File: src/rtl/ttlc_io_arb.sv
// Shares the bit-addressed TTLC I/O port between the core (priority) and host byte transfers.
// Define TTLC_ARB_STARVE_EN to compile in the forced host slot after HOST_WAIT_MAX lost cycles.
module ttlc_io_arb #(
    parameter int HOST_WAIT_MAX = 4
) (
    input  logic       clk,
    input  logic       rst_n,
    input  logic       core_req,
    input  logic [7:0] core_addr,
    input  logic       core_we,
    input  logic       core_wdata,
    output logic       core_rdata,
    output logic       core_stall,
    input  logic       host_req,
    input  logic       host_we,
    input  logic [7:0] host_addr,
    input  logic [7:0] host_wdata,
    output logic       host_busy,
    output logic       host_ack,
    output logic [7:0] host_rdata,
    output logic [7:0] io_addr,
    output logic       io_we,
    output logic       io_wdata,
    input  logic       io_rdata
);
    typedef enum logic [1:0] {IDLE, XFER, DONE} state_t;

    state_t     state_q, state_d;
    logic [7:0] base_q, base_d;
    logic       we_q, we_d;
    logic [7:0] wdata_q, wdata_d;
    logic [7:0] rdata_q, rdata_d;
    logic [2:0] bit_idx_q, bit_idx_d;
    logic       busy_q, busy_d;
    logic       ack_q, ack_d;
    logic       forced;
    logic       host_slot;
    logic       io_we_raw;

`ifdef TTLC_ARB_STARVE_EN
    logic [3:0] wait_cnt_q, wait_cnt_d;
    assign forced     = (state_q == XFER) && core_req && (wait_cnt_q == 4'(HOST_WAIT_MAX));
    assign core_stall = forced & rst_n;
`else
    logic unused_wait_max;
    assign unused_wait_max = (HOST_WAIT_MAX != 0);
    assign forced          = 1'b0;
    assign core_stall      = 1'b0;
`endif

    assign host_slot  = (state_q == XFER) && (!core_req || forced);
    assign core_rdata = io_rdata;
    assign host_busy  = busy_q;
    assign host_ack   = ack_q;
    assign host_rdata = rdata_q;
    // A forced slot drops the core write entirely; reset blocks any write.
    assign io_we      = io_we_raw & rst_n;

    always_comb begin
        io_addr   = core_addr;
        io_wdata  = core_wdata;
        io_we_raw = core_req & core_we;
        if (host_slot) begin
            io_addr   = base_q + {5'd0, bit_idx_q};
            io_we_raw = we_q;
            io_wdata  = wdata_q[bit_idx_q];
        end
    end

    always_comb begin
        state_d   = state_q;
        base_d    = base_q;
        we_d      = we_q;
        wdata_d   = wdata_q;
        rdata_d   = rdata_q;
        bit_idx_d = bit_idx_q;
        busy_d    = busy_q;
        ack_d     = 1'b0;
`ifdef TTLC_ARB_STARVE_EN
        wait_cnt_d = wait_cnt_q;
`endif
        case (state_q)
            IDLE: begin
                if (host_req) begin
                    base_d    = host_addr;
                    we_d      = host_we;
                    wdata_d   = host_wdata;
                    bit_idx_d = 3'd0;
                    busy_d    = 1'b1;
                    state_d   = XFER;
`ifdef TTLC_ARB_STARVE_EN
                    wait_cnt_d = 4'd0;
`endif
                end
            end
            XFER: begin
                if (host_slot) begin
                    if (!we_q) rdata_d[bit_idx_q] = io_rdata;
                    bit_idx_d = bit_idx_q + 3'd1;
`ifdef TTLC_ARB_STARVE_EN
                    wait_cnt_d = 4'd0;
`endif
                    if (bit_idx_q == 3'd7) begin
                        state_d = DONE;
                        ack_d   = 1'b1;
                    end
                end
`ifdef TTLC_ARB_STARVE_EN
                else if (wait_cnt_q != 4'd15) begin
                    wait_cnt_d = wait_cnt_q + 4'd1;
                end
`endif
            end
            DONE: begin
                busy_d  = 1'b0;
                state_d = IDLE;
            end
            default: state_d = IDLE;
        endcase
    end

    always_ff @(posedge clk) begin
        if (!rst_n) begin
            state_q   <= IDLE;
            base_q    <= 8'd0;
            we_q      <= 1'b0;
            wdata_q   <= 8'd0;
            rdata_q   <= 8'd0;
            bit_idx_q <= 3'd0;
            busy_q    <= 1'b0;
            ack_q     <= 1'b0;
`ifdef TTLC_ARB_STARVE_EN
            wait_cnt_q <= 4'd0;
`endif
        end else begin
            state_q   <= state_d;
            base_q    <= base_d;
            we_q      <= we_d;
            wdata_q   <= wdata_d;
            rdata_q   <= rdata_d;
            bit_idx_q <= bit_idx_d;
            busy_q    <= busy_d;
            ack_q     <= ack_d;
`ifdef TTLC_ARB_STARVE_EN
            wait_cnt_q <= wait_cnt_d;
`endif
        end
    end
endmodule

File: config.mk
export PLATFORM = sky130hd
export DESIGN_NAME = ttlc_io_arb
export DESIGN_NICKNAME = d
export VERILOG_FILES = /design/src/rtl/ttlc_io_arb.sv
export SDC_FILE = /design/constraint.sdc
export NUM_CORES = 1
export LEC_CHECK = 0
export ABC_AREA = 1
export ABC_CLOCK_PERIOD_IN_PS = 1640
export BUFFER_PORTS_ARGS = -buffer_cell sky130_fd_sc_hd__buf_2
export CAP_MARGIN = 20
export CORE_MARGIN = 2
export CORE_UTILIZATION = 45
export CTS_CLUSTER_DIAMETER = 80
export DETAILED_ROUTE_END_ITERATION = 10
export PLACE_DENSITY = 0.77
export SYNTH_ARGS = -nofsm -noshare
export SYNTH_HDL_FRONTEND = slang
export SYNTH_SLANG_ARGS = --single-unit
File: constraint.sdc
create_clock -name clk -period 1.64 [get_ports clk]
set_clock_uncertainty 0.2 [all_clocks]
set_input_delay 0.246 -clock clk [delete_from_list [all_inputs] [get_ports clk]]
set_output_delay 0.246 -clock clk [all_outputs]
set_load 0.005 [all_outputs]
Word level (Yosys, flattened, before mapping). Cells that the tools add are included.

Bits of input ports: 32. Output and inout bits: 22. Register bits after elaboration: 32. Word-level logic and storage cells: 51.

Order comparisons: 2. Reduce and logical (&&, ||, !) cells: 12. Bitwise operators: 3. $add $sub $neg: 2. Mux-type cells: 18. Equal/unequal tests: 6.

Operators with widths (number): 3-bit AND reduction (4); 8-bit by 3-bit adder with 8-bit output (1); 8-bit bitwise mux (1); 8-bit two-way mux (1); 1-bit two-way mux (6); 2-bit two-way mux (3); 3-bit two-way mux (2); 3-bit case mux with 2 select lines (1); 3-bit by 4-bit < comparator with 1-bit output (second input constant) (1); 2-bit != test (second input constant) (2); 2-bit case mux with 2 select lines (1); 2-bit AND reduction (2); 2-bit nonzero test (2); 3-bit by 1-bit adder with 3-bit output (second input constant) (1); 1-bit binary-select mux with 3-bit select (1); 1-bit demux with 3-bit select (1); 3-bit == test (second input constant) (1); 3-bit by 1-bit >= comparator with 1-bit output (second input constant) (1); 1-bit AND (2); 2-bit by 1-bit == test with 1-bit output (second input constant) (1); 2-bit == test (second input constant) (1); 1-bit logical AND (2); 2-bit zero test (1); 2-bit by 1-bit != test with 1-bit output (second input constant) (1); other kinds (3) (3).

Logic depth before layout (Yosys ltp).
Word-level depth: 5. Mapped depth: 10. Mapped depth without buffers: 10.

Least setup slack after synthesis. No wires, ideal clock.

Kind: reg2out. From: register bit_idx_q[1]. To: output io_addr[6]. Arrival: 1.406 ns. Data required time: 1.194 ns. Cell stages (with the launch flop): 10. Path slack: -0.212 ns. Cells stage by stage: dfxtp_1 -> inv_2 -> fa_1 -> inv_1 -> nand2_1 -> nand2_1 -> nand3_1 -> nand2_1 -> nand3_1 -> nand2_1.

Longest elaborated chain between the ends: 2.

Ends and longest elaborated chain: start: declaration (line 33) `logic [2:0] bit_idx_q, bit_idx_d;`; start signal: assignment (line 141) `bit_idx_q <= bit_idx_d;`; 8-bit by 3-bit adder with 8-bit output (line 64) `io_addr = base_q + {5'd0, bit_idx_q};`; 8-bit two-way mux (line 63) `if (host_slot) begin`; end: declaration (line 21) `output logic [7:0] io_addr,`.

No other way between the ends.

Final worst setup path.
From: register bit_idx_q[0]. To: output io_addr[4].

The elaborated chain is that of the path after synthesis.

==> results list <==
- Outcome: finished, violations left
- The final reports fail on setup timing.
- In this run the standard cell core region covers about 0.0036 sq mm.
* Net switching share of the total power: 0.274
* Cell area reported after detailed placement: 0.00205 sq mm
- Kind of end point of the critical path: output pin
- Pin count of the biggest net entering global routing: 16
* P&R area growth vs syn: 44.6%
- Final non-filler cell area: 0.00240 sq mm
- The worst setup path is launched from a register.
- Static power due to leakage: 0.00115 uW
* Count of placed standard cells including taps: 358
- Ranking of synthesized cells by instance count: 72 x sky130_fd_sc_hd__nand2_1, 53 x sky130_fd_sc_hd__nor2_1, 32 x sky130_fd_sc_hd__dfxtp_1, 18 x sky130_fd_sc_hd__nand3_1, 18 x sky130_fd_sc_hd__o21ai_0
* Height of the chip: roughly 65 um
* Setup repair after global routing missed its margin: yes
- The die covers 0.00419 sq mm.
- Die extent in x: 64.7 um
- Among all cell types in the netlist, the one instantiated most often is sky130_fd_sc_hd__nand2_1.
* Endpoints failing setup: 11
* Dpl hpwl: about 2800 um
- Site Rows: 22
- Initial antenna violation count: 0
* Residual DRC count: 0
- Inserted Clock Buffers: 5
* FF-to-FF path depth: 7
- Remaining global-route overflow: 0
- Yosys mapped the design onto 20 distinct sky130hd cell types.
- The smallest clock period supported by the final layout is computed as 2.17 ns.
- In this run the worst setup path begins at bit_idx_q[0]$_SDFFE_PN0P_.
* Initial standard-cell utilization of the core: 0.460
- In the global route stage, overall resource usage came out at 0.220.
* Part of the power in registers: 0.491
- Initial detailed-routing violation count: 65
- Walking the worst path, the cells encountered are ha_4, inv_2, fa_2, inv_2, nand2_2, nand2_4, nand2_1, nand2_1, nand3_1, nand2_1, buf_2.
- Clock network fraction of design power: 0.304
* Routed via count: 1811
* Net switching power of the design: 475 uW
- Fin util: 0.665
- Counting the fill cells in the layout gives 326.
* Final cycle utilization of the critical path: 1.32
- Post-route non-filler standard cell count: 376
- Count of input and output buffers: 52
* Synthesized area: 0.00166 sq mm
- Number of synthesized register bits: 32
* Type of the worst min-delay path: input pin to register
* Worst path buffer plus inverter count: 3
* Number of nets produced by synthesis: 292
- Among all flip-flop cells after synthesis, the most frequent one is sky130_fd_sc_hd__dfxtp_1.
- In the post-route analysis, the smallest setup slack over all paths is -0.530 ns.
- The Yosys step of the flow raised 0 warnings.
* Crit-path max cell delay: 0.36 ns
- Counting along the longest clock path gives a buffer depth of 2.
* Clock root cell: sky130_fd_sc_hd__clkbuf_8
* Avg Cell Area, Syn: 6.53 sq um
- Of the total power, combinational logic draws 0.205.
- Sequential cell area fraction in the yosys report: 0.386
* Count of H-tree levels built during CTS: 2
- For flop-to-flop paths, the worst setup slack is -0.06 ns.
- The count of final max-slew check failures is 0.
- Mapped Cells: 254
- For the worst-skew pair, the clock arrives at the later sink with an insertion delay of 0.28 ns.
- Critical-path maximum fanout: 4
* Fraction of final layout cells with drive strength greater than 1: 0.405
* Wire length of the first global-routing pass: just over 7000 um
- Peak ir drop on the vdd network: 463 uV
- Of all cell types, the one taking the most synthesized area is sky130_fd_sc_hd__dfxtp_1.
* Worst EP arrival: 1.72 ns
- After clock tree synthesis, the clock-pin slew on the worst setup and hold paths is 0.05 ns.
* Maximum clock frequency: 0.461 GHz
- Dividing the detail-routed via count by the number of cells gives 4.82.
* Family with the most delay on the worst path: adder cells
- Critical Path Stages: 11
- Clock tree synthesis found a total of 32 sinks.
* Data required time of the critical path: 1.19 ns
- Proportion of netlist area held by the largest area contributor: 0.386
- Cell types with the largest area share after synthesis: sky130_fd_sc_hd__dfxtp_1 39%, sky130_fd_sc_hd__nand2_1 16%, sky130_fd_sc_hd__nor2_1 12%, sky130_fd_sc_hd__nand3_1 5.4%, sky130_fd_sc_hd__o21ai_0 5.4%
- TritonCTS built the clock tree.
- The worst setup path is of the register to output pin kind.
- In the final routed layout, each cell accounts on average for 11.6 um.
- 0 antenna diodes ended up in the layout.
- Maxcap violations: 0
* EDFF count, synth: 0
- Worst reg2reg path startpoint: bit_idx_q[0]$_SDFFE_PN0P_
- Overall routed net length: 4370 um
- The number of global-route vias before repair was 1675.
- The first detailed-routing pass took 4 iterations.
- In this run the most critical hold path is launched from host_wdata[1].
- Once detail routing completed, the nets flagged for antenna violations numbered 0.
* Critical register-to-register path endpoint: state_q[0]$_SDFFE_PN0P_
* Timing endpoint of the critical path: io_addr[4]
- Among the stages of the critical path, the cell type that occurs most often is sky130_fd_sc_hd__nand2_1.
* Nets: ~370
- Internal power: around 1300 uW
* Ports placed on the boundary: 54
* Global placement routability congestion: 0.788
- Dividing total power by cell area gives a power density of between 700 and 800 mW/mm^2.
- The slowest stage of the critical path belongs to the cell sky130_fd_sc_hd__dfxtp_2.
- Number of hold-slack violations in the final timing report: 0
* Proportion of synthesized flip-flops having asynchronous set or reset: 0
[registers in the layout, summed over array words and instances, names as in the netlist]
signal	count
bit_idx_q	3
state_q	2
we_q	1
host_busy	1
host_rdata	8
base_q	8
wdata_q	8
host_ack	1
[how the worst min path moves through the flow]
stage	endpoint	slack (ns)	cells after the start
6_report	wdata_q[1]$_SDFFE_PN0P_	0.01	3
2_1_floorplan	wdata_q[7]$_SDFFE_PN0P_	0.19	2
3_5_place_dp	wdata_q[0]$_SDFFE_PN0P_	0.27	2
5_1_grt	wdata_q[4]$_SDFFE_PN0P_	0.02	3
4_1_cts	wdata_q[6]$_SDFFE_PN0P_	0.009	3
3_3_place_gp	wdata_q[0]$_SDFFE_PN0P_	0.26	2
[layout by cell type (no fill, tap or decap), types with 3 or more instances in the layout]
| master | n |
|---|---|
| sky130_fd_sc_hd__nor2_1 | 44 |
| sky130_fd_sc_hd__buf_4 | 25 |
| sky130_fd_sc_hd__nor2_4 | 5 |
| sky130_fd_sc_hd__nand3_2 | 5 |
| sky130_fd_sc_hd__inv_1 | 12 |
| sky130_fd_sc_hd__a21oi_1 | 11 |
| sky130_fd_sc_hd__o21ai_0 | 16 |
| sky130_fd_sc_hd__clkbuf_8 | 5 |
| sky130_fd_sc_hd__o21ai_1 | 5 |
| sky130_fd_sc_hd__dfxtp_2 | 8 |
| sky130_fd_sc_hd__nand2_2 | 9 |
| sky130_fd_sc_hd__inv_2 | 5 |
| sky130_fd_sc_hd__nor3_1 | 3 |
| sky130_fd_sc_hd__buf_2 | 52 |
| sky130_fd_sc_hd__nand2_1 | 62 |
| sky130_fd_sc_hd__ha_4 | 4 |
| sky130_fd_sc_hd__dfxtp_1 | 24 |
| sky130_fd_sc_hd__nand3_1 | 13 |
| sky130_fd_sc_hd__nor2_2 | 4 |
[repair_timing]
action | in CTS | in global routing
pin swaps | 6 | 18
setup endpoints to repair | 10 | 23
gates resized for setup | 18 | 37
cloned | 0 | 0
hold buffers | 1 | 0
endpoints found under the hold margin | 1 | 0
buffers inserted | 11 | 3
[cells by family after synthesis]
logic type | Yosys count | share of synthesized area
simple gates | 150 | 0.368
compound gates | 33 | 0.0996
flops | 32 | 0.386
buf+inv | 30 | 0.0838
fa+ha+maj | 6 | 0.0498
xor+xnor | 2 | 0.0106
other cells | 1 | 0.00226
[worst min-delay path, cell delays in order]
cell	delay (ns)
sky130_fd_sc_hd__buf_2	0.07
sky130_fd_sc_hd__o21ai_0	0.07
sky130_fd_sc_hd__nor2_1	0.07
[power by group through the flow]
| stage | clock network, uW | registers, uW | logic (uW) |
|---|---|---|---|
| after floorplan | 0 | 862 | 177 |
| after global placement | 0 | 861 | 284 |
| after detailed placement | 0 | 863 | 292 |
| after CTS | 536 | 850 | 327 |
| after global routing | 580 | 857 | 399 |
| final | 527 | 853 | 356 |
[metrics by stage]
stage | power (uW) | TNS (ns) | setup slack [ns] | hold WS [ns]
6_report | 1740 | -3.22 | -0.530 | 0.0114
5_1_grt | 1840 | -4.04 | -0.628 | 0.0205
4_1_cts | 1710 | -2.96 | -0.498 | 0.00874
3_5_place_dp | 1150 | -0.931 | -0.214 | 0.272
3_3_place_gp | 1150 | -0.646 | -0.158 | 0.262
2_1_floorplan | 1040 | -0.0916 | -0.0481 | 0.192
[cell type report]
class,instances,area (sq um),area share
clock buffer,5,68.8,0.0287
inverter,19,78.8,0.0329
multi-input combinational,192,1060,0.442
sequential,32,651,0.271
tap,48,60.1,0.0251
timing repair buffer,80,480,0.200
[routing by layer]
metal | share of wire | routed length [um] | GRT usage | vias up
met5 | 0 | 0 | 0 | -
met4 | 0.012 | 54 | 0.0771 | 0
met3 | 0.048 | 211 | 0.0521 | 5
met2 | 0.49 | 2160 | 0.376 | 52
met1 | 0.44 | 1940 | 0.271 | 808
li1 | - | - | - | 946
No activity file was read; power rests on OpenSTA's default activity.
